$ cat src/rtl/axi_wr_burst_buffer.sv
// Write-side burst buffer: a FIFO that releases data downstream only in complete BURST_LEN-beat bursts.
// Optional feature: define AXI_WR_BURST_PAD_FLUSH_EN to zero-pad a short packet (s_tlast) out to a full burst.
module axi_wr_burst_buffer #(
    parameter int DATA_WIDTH = 64,
    parameter int BURST_LEN  = 16,
    parameter int DEPTH      = 64
) (
    input  logic                     i_clk,
    input  logic                     i_rst_n,
    input  logic [DATA_WIDTH-1:0]    s_tdata,
    input  logic                     s_tvalid,
    input  logic                     s_tlast,
    output logic                     s_tready,
    output logic [DATA_WIDTH-1:0]    m_tdata,
    output logic                     m_tvalid,
    output logic                     m_tlast,
    input  logic                     m_tready,
    output logic [$clog2(DEPTH):0]   o_level
);

    localparam int AW = $clog2(DEPTH);
    localparam int LW = AW + 1;
    localparam int CW = $clog2(BURST_LEN);
    localparam logic [LW-1:0] LVL_FULL   = LW'(DEPTH);
    localparam logic [LW-1:0] LVL_BURST  = LW'(BURST_LEN);
    localparam logic [CW-1:0] CNT_LAST   = CW'(BURST_LEN - 1);
    localparam logic [CW-1:0] CNT_PENULT = CW'(BURST_LEN - 2);

    typedef enum logic {RD_IDLE, RD_SEND} rd_state_t;

    logic [DATA_WIDTH-1:0] mem [DEPTH];
    logic [AW-1:0]         wr_ptr;
    logic [AW-1:0]         rd_ptr;
    logic [LW-1:0]         level;
    logic [CW-1:0]         wr_pos;
    logic [CW-1:0]         beat_cnt;
    rd_state_t             rd_state;
    logic                  ready_en;
    logic                  wr_en;
    logic                  rd_en;
    logic [DATA_WIDTH-1:0] wr_data;

`ifdef AXI_WR_BURST_PAD_FLUSH_EN
    typedef enum logic {WR_FILL, WR_PAD} wr_state_t;

    wr_state_t wr_state;
    logic      pad_wr;

    assign pad_wr   = (wr_state == WR_PAD) && (level < LVL_FULL);
    assign s_tready = ready_en && (level < LVL_FULL) && (wr_state == WR_FILL);
    assign wr_en    = (s_tvalid && s_tready) || pad_wr;
    assign wr_data  = pad_wr ? '0 : s_tdata;

    // A short packet pads with zeros until the write position wraps, so the tail forms a full burst.
    always_ff @(posedge i_clk or negedge i_rst_n) begin
        if (!i_rst_n) begin
            wr_state <= WR_FILL;
        end else if (wr_en) begin
            if (wr_state == WR_PAD) begin
                if (wr_pos == CNT_LAST) wr_state <= WR_FILL;
            end else if (s_tlast && (wr_pos != CNT_LAST)) begin
                wr_state <= WR_PAD;
            end
        end
    end
`else
    logic unused_tlast;

    assign unused_tlast = s_tlast;
    assign s_tready     = ready_en && (level < LVL_FULL);
    assign wr_en        = s_tvalid && s_tready;
    assign wr_data      = s_tdata;
`endif

    assign rd_en   = m_tvalid && m_tready;
    assign m_tdata = mem[rd_ptr];
    assign o_level = level;

    // Holds s_tready low throughout reset and releases it on the first edge afterwards.
    always_ff @(posedge i_clk or negedge i_rst_n) begin
        if (!i_rst_n) ready_en <= 1'b0;
        else          ready_en <= 1'b1;
    end

    // NOTE: storage is not reset; clearing the pointers and level is what discards the contents.
    always_ff @(posedge i_clk) begin
        if (wr_en) mem[wr_ptr] <= wr_data;
    end

    always_ff @(posedge i_clk or negedge i_rst_n) begin
        if (!i_rst_n) begin
            wr_ptr <= '0;
            rd_ptr <= '0;
            level  <= '0;
            wr_pos <= '0;
        end else begin
            if (wr_en) begin
                wr_ptr <= wr_ptr + AW'(1);
                wr_pos <= (wr_pos == CNT_LAST) ? '0 : wr_pos + CW'(1);
            end
            if (rd_en) rd_ptr <= rd_ptr + AW'(1);
            if (wr_en && !rd_en)      level <= level + LW'(1);
            else if (rd_en && !wr_en) level <= level - LW'(1);
        end
    end

    // Read FSM: a burst starts only once a full burst is stored, so it can never run dry part way.
    always_ff @(posedge i_clk or negedge i_rst_n) begin
        if (!i_rst_n) begin
            rd_state <= RD_IDLE;
            beat_cnt <= '0;
            m_tvalid <= 1'b0;
            m_tlast  <= 1'b0;
        end else begin
            case (rd_state)
                RD_IDLE: begin
                    if (level >= LVL_BURST) begin
                        rd_state <= RD_SEND;
                        m_tvalid <= 1'b1;
                        m_tlast  <= 1'b0;
                    end
                end
                RD_SEND: begin
                    if (m_tready) begin
                        if (beat_cnt == CNT_LAST) begin
                            rd_state <= RD_IDLE;
                            beat_cnt <= '0;
                            m_tvalid <= 1'b0;
                            m_tlast  <= 1'b0;
                        end else begin
                            beat_cnt <= beat_cnt + CW'(1);
                            m_tlast  <= (beat_cnt == CNT_PENULT);
                        end
                    end
                end
                default: rd_state <= RD_IDLE;
            endcase
        end
    end

endmodule

$ cat config.mk
export PLATFORM = sky130hd
export DESIGN_NAME = axi_wr_burst_buffer
export DESIGN_NICKNAME = d
export VERILOG_FILES = /design/src/rtl/axi_wr_burst_buffer.sv
export SDC_FILE = /design/constraint.sdc
export NUM_CORES = 2
export LEC_CHECK = 0
export BUFFER_PORTS_ARGS = -buffer_cell sky130_fd_sc_hd__buf_2
export CELL_PAD_IN_SITES_DETAIL_PLACEMENT = 1
export CELL_PAD_IN_SITES_GLOBAL_PLACEMENT = 1
export CORE_ASPECT_RATIO = 1.5
export CORE_MARGIN = 4
export CORE_UTILIZATION = 25
export DETAILED_ROUTE_END_ITERATION = 7
export HOLD_SLACK_MARGIN = 0.05
export PLACE_DENSITY = 0.52
export SYNTH_ARGS = -nofsm -noshare
export SYNTH_HDL_FRONTEND = slang
export SYNTH_SLANG_ARGS = --single-unit
$ cat constraint.sdc
create_clock -name i_clk -period 5 [get_ports i_clk]
set_clock_uncertainty 0.1 [all_clocks]
set_input_delay 0 -clock i_clk [delete_from_list [all_inputs] [get_ports i_clk]]
set_output_delay 0 -clock i_clk [all_outputs]
set_load 0.02 [all_outputs]
# Word level (Yosys, flattened, before mapping)
# Memories as Yosys holds them, arrays and structs flattened.
# Index checks and enable logic that the tools add are counted.
totals:
  register_bits: 27
  word_cells: 50
  in_bits: 69
  memories: 1
  out_inout_bits: 74
  ram_bits: 4096
classes:
  reduce_logical: 11
  n_mux: 17
  order_cmp: 2
  addsub: 5
  n_bitwise: 1
  n_eq_ne: 5
memory_table:
  columns: ["name", "words", "width", "rd", "rd_ports_with_merged_regs", "write_ports", "line", "text"]
  rows:
  - ["mem", 64, 64, 1, 0, 1, "31", "logic [DATA_WIDTH-1:0] mem [DEPTH];"]
ops:
  columns: ["cell", "count"]
  rows:
  - ["7-bit two-way mux", 2]
  - ["6-bit by 1-bit adder with 6-bit output (second input constant)", 2]
  - ["1-bit two-way mux", 11]
  - ["4-bit equality test (second input constant)", 2]
  - ["7-bit by 1-bit adder with 7-bit output (second input constant)", 1]
  - ["7-bit by 5-bit greater-or-equal comparator with 1-bit output (second input constant)", 1]
  - ["7-bit < comparator (second input constant)", 1]
  - ["7-bit by 1-bit subtractor with 7-bit output (second input constant)", 1]
  - ["1-bit case mux with 2 select lines", 3]
  - ["1-bit logical AND", 5]
  - ["4-bit by 1-bit adder with 4-bit output (second input constant)", 1]
  - ["4-bit two-way mux", 1]
  - ["2-bit != test (second input constant)", 2]
  - ["2-bit AND reduction", 2]
  - ["3-bit AND reduction", 1]
  - ["1-bit zero test", 2]
  - ["2-bit by 1-bit != test with 1-bit output (second input constant)", 1]
  - ["2-bit nonzero test", 1]
  - ["1-bit NOT", 1]

# Depth between registers and ports, before layout
depth:
  depth_word: 7
  ltp_mapped: 12

# Least setup slack after synthesis
# No wires, ideal clock.
synth_timing:
  path_type: "register to register"
  startpoint: "register level[6], in the netlist o_level[6]"
  endpoint: "memory mem[62][0], enable pin"
  setup_ns: 0.487
  setup_slack_ns: -0.051
  required_ns: 4.413
  arrival_time_ns: 4.464
  period_less_slack_ns: 5.051
  stages_incl_launch_ff: 7
  cell_sequence: "dfrtp_1 > nor2b_1 > and2_1 > clkbuf_1 > nor2b_1 > nand3_1 > nor2_1"
synth_between:
  elab_chain_cells: 5
synth_lines:
  columns: ["element", "line", "text"]
  rows:
  - ["start: declaration", "34", "logic [LW-1:0] level;"]
  - ["start signal: assignment", "102", "if (wr_en && !rd_en) level <= level + LW'(1);"]
  - ["start signal: assignment", "103", "else if (rd_en && !wr_en) level <= level - LW'(1);"]
  - ["7-bit < comparator", "70", "assign s_tready = ready_en && (level < LVL_FULL);"]
  - ["1-bit logical AND", "70", null]
  - ["named net s_tready", "13", "output logic s_tready,"]
  - ["1-bit logical AND", "71", "assign wr_en = s_tvalid && s_tready;"]
  - ["named net wr_en", "39", "logic wr_en;"]
  - ["1-bit two-way mux", "87", "if (wr_en) mem[wr_ptr] <= wr_data;"]
  - ["1-bit two-way mux (implied by the code)", "87", null]
  - ["end: declaration", "31", null]
# The timed path passes the listed nets, and every way through them passes these cells.

# Worst setup path in the final report
layout_timing:
  startpoint: "register rd_ptr[3]"
  endpoint: "output port m_tdata[42]"
layout_between:
  elab_chain_cells: 1
layout_lines:
  columns: ["element", "line", "text"]
  rows:
  - ["start: declaration", "33", "logic [AW-1:0] rd_ptr;"]
  - ["start signal: assignment", "101", "if (rd_en) rd_ptr <= rd_ptr + AW'(1);"]
  - ["memory read 64 x 64 bit", null, null]
  - ["end: declaration", "14", "output logic [DATA_WIDTH-1:0] m_tdata,"]
# Every way passes these cells.

==> metrics.md <==
| Metric | Value |
|---|---|
| Critical R2R Capture | mem[60][25] |
| Initial antenna violation count | 52 |
| RSZ-0062 raised after global routing | false |
| Average size of a mapped cell | 24.6 um2 |
| I/O pins | approximately 140 |
| CTS Buffer Depth | 4 |
| Worst-Skew Late Latency | between 0.9 and 1 ns |
| Commonest cells in the synthesized netlist | edfxtp_1, mux4_2, buf_2, clkbuf_1, nor2_1 |
| Crit path capture type | output pin |
| WP data required | 4.90 ns |
| Area after DPL | 170,000 um2 |
| Cell Chain, Critical Path | buf_12, mux4_2, a22oi_1, nand2_1, buf_2 |
| CP arrival | approximately 4.8 ns |
| 1st-pass router iterations | 8 |
| First-pass GRT wire length | ~660,000 um |
| Core ar. | slightly above 600,000 um2 |
| Combinational share of power | 29.7% |
| Max-Cap Viols | 0 |
| Power per cell area | 531 nW/um2 |
| Number of synthesized register bits | between 4,000 and 5,000 |
| WL per Instance | 31.4 um |
| Top delay family on crit path | flip-flops |
| Number of remaining DRC errors | 0 |
| Final hold violation count | 0 |
| Inserted Clock Buffers | 378 |
| Multi-input gate area | 31,500 um2 |
| Final net count | 6,965 |
| Count leader, synth | edfxtp_1 |
| Max H-tree Level | 5 |
| Cell Int Power | 66.9 mW |
| Worst Hold Class | primary input to register |
| Lkg Pwr | 55.0 nW |
| Ys Warns | 0 |
| Post-DP HPWL | 263,000 um |
| CTS tree | built |
| Die width | 654 um |
| Clk slew on worst S/H paths | approximately 0.070 ns |
| Chip height | 976 um |
| Netlist cell types | 41 |
| GRT Overall Usage | 14.9% |
| WHS Path Cells | 3 |
| Hold endpoint | mem[56][31] |
| Status | completed |
| CP bufs+invs | 2 |
| Reg2Reg Setup Slack | 1.17 ns |
| Die area | 638,000 um2 |
| Pins Over Slew Limit | 0 |
| Share of Yosys cell area claimed by the top area cell type | 78.7% |
| Sequential-to-total area share from yosys stat | approximately four fifths |
| Final period utilization | between 90% and 100% |
| Largest net degree at the start of global routing | 85 |
| Final instance area | 183,000 um2 |
| Critical Path Start Type | register |
| Post-Place Worst Slack | 0.715 ns |
| Sw frac | 31.2% |
| Seq pwr share | 40.1% |
| Prevailing post-synth register cell | edfxtp_1 |
| Post-synth EDFFs | 4,096 |
| FMAX | 205 MHz |
| Top post-synthesis cells by area | edfxtp_1, mux4_2, mux2i_1, a22oi_1, buf_2 |
| CTS Root Cell | clkbuf_16 |
| Critical-path top delay cell | dfrtp_4 |
| Total routed wirelength | between 400,000 and 500,000 um |
| DRT iter0 DRCs | 6,975 |
| Register area | 124,000 um2 |
| # clock sinks | 4,123 |
| Via count | 72,900 |
| Total grt overflow | 0 |
| Synthesized area | 156,000 um2 |
| Asr flop ratio synth | less than 1% |
| Post-route worst setup slack | roughly 0.13 ns |
| GPL Wtd Cong | 0.734 |
| Max FO, Critical Path | 52 |
| Layout area overhead | 17.1% |
| Vias in the first global route | 78,800 |
| Reg-to-reg startpoint | o_level[6] |
| CP max stage delay | 1.14 ns |
| Fill count | 62,100 |
| Worst-Margin Slew | 1.23 ns |
| Worst min-delay path startpoint | s_tdata[31] |
| Port-buffer cells | 141 |
| Switch Pwr | just over 30 mW |
| Via density | about 4.7 |
| FF-to-FF path depth | 8 |
| Max transition margin | between 10% and 20% |
| Syn Nets | 6,431 |
| Crit path kind | register to output pin |
| Min Tclk post-route | 4.87 ns |
| Cells after Synth | 6,350 |
| Row count | ~360 |
| Finish-stage setup viols | 0 |
| Post-synth top area cell | edfxtp_1 |
| Initial core utilization | 25.1% |
| Final Util | around 29% |
| Peak supply drop | 368 uV |
| Detail Route Antenna Nets | 0 |
| Worst hold slack | 0.216 ns |
| Clk pwr share | 30.2% |
| Share of cells above drive strength 1 | 31.1% |
-- how the worst max path moves through the flow --
stage	start	to	slack (ns)	cells after the start
finish	rd_ptr[3]	m_tdata[42]	0.13	5
CTS	rd_ptr[3]	m_tdata[42]	0.002	5
global route	rd_ptr[2]	m_tdata[57]	0.08	7
detailed placement	rd_ptr[0]	m_tdata[3]	0.71	9
global placement	rd_ptr[0]	m_tdata[3]	0.68	9
floorplan	o_level[6]	mem[62][0]	-0.05	6
-- cells by family after synthesis --
logic type	count (synthesis)	share of synthesized area, %
flops	4123	79.1
mux	1262	17.5
buf+inv	355	1.04
compound gates	342	1.44
simple gates	240	0.671
xor+xnor	15	0.0841
fa+ha+maj	12	0.101
other cells	1	0.00240
-- metrics by stage --
| step | power, mW | cells | TNS (ns) |
|---|---|---|---|
| 2_1_floorplan | 57.4 | 6350 | -24.55 |
| 4_1_cts | 99.3 | 15400 | 0 |
| 3_3_place_gp | 69.4 | 14600 | 0 |
| 5_1_grt | 101 | 15400 | 0 |
| 6_report | 97.2 | 15400 | 0 |
| 3_5_place_dp | 69.7 | 14600 | 0 |
-- cell usage in the layout (no fill, tap or decap), types with 40 or more instances in the layout --
| cell | count |
|---|---|
| bufinv_16 | 40 |
| mux4_2 | 1178 |
| clkinv_2 | 67 |
| clkbuf_16 | 388 |
| edfxtp_1 | 4096 |
| mux2i_1 | 82 |
| buf_12 | 128 |
| nor2_4 | 66 |
| a21oi_1 | 54 |
| nor2_1 | 53 |
| o21ai_0 | 44 |
| buf_2 | 141 |
| clkbuf_1 | 55 |
| nand3_1 | 44 |
| dlygate4sd3_1 | 70 |
| a22oi_1 | 104 |
| o22ai_1 | 78 |
| nand2_1 | 42 |
| buf_4 | 161 |
| clkinv_1 | 93 |
-- power groups by stage --
stage / registers, mW / logic [mW] / clock network [mW]
4_1_cts: 39.0 / 30.2 / 30.1
5_1_grt: 39.0 / 30.8 / 31.5
6_report: 39.0 / 28.9 / 29.3
3_3_place_gp: 39.8 / 29.6 / 0
2_1_floorplan: 39.3 / 18.1 / 0
3_5_place_dp: 39.8 / 29.8 / 0
-- flip-flops by register name (all words and copies together) (netlist names) --
name and cells:
mem 4096, o_level 7, rd_ptr 6, wr_ptr 6, beat_cnt 4, m_tlast 1, m_tvalid 1, rd_state 1
ready_en 1
-- per-layer routing --
| metal | up-vias | part of all wire (%) | global-route usage, % |
|---|---|---|---|
| li1 | 28700 | - | - |
| met1 | 41500 | 39 | 18.1 |
| met2 | 2036 | 54 | 27.5 |
| met3 | 662 | 4.3 | 1.64 |
| met4 | 4 | 3.5 | 4.69 |
| met5 | - | 0.0056 | 0 |
-- worst min-delay path, cell delays in order --
cell and delay [ns]:
dlygate4sd3_1 0.56, buf_2 0.12, buf_4 0.28
-- timing repair --
action,4_1_cts,5_1_grt
gates resized for setup,1,0
setup buffers,4,0
setup endpoints to repair,28,0
hold buffers,71,0
endpoints found under the hold margin,4148,0
-- area by class of cell --
cell class                      count  area share, %
Tap cell                         8211           5.61
Antenna cell                       16         0.0219
Sequential cell                  4123           67.6
Inverter                            8         0.0164
Timing Repair Buffer              501           2.84
Multi-Input combinational cell   1872           17.2
Clock inverter                    247           1.28
Clock buffer                      443           5.42
(Power assumes the default switching activity.)
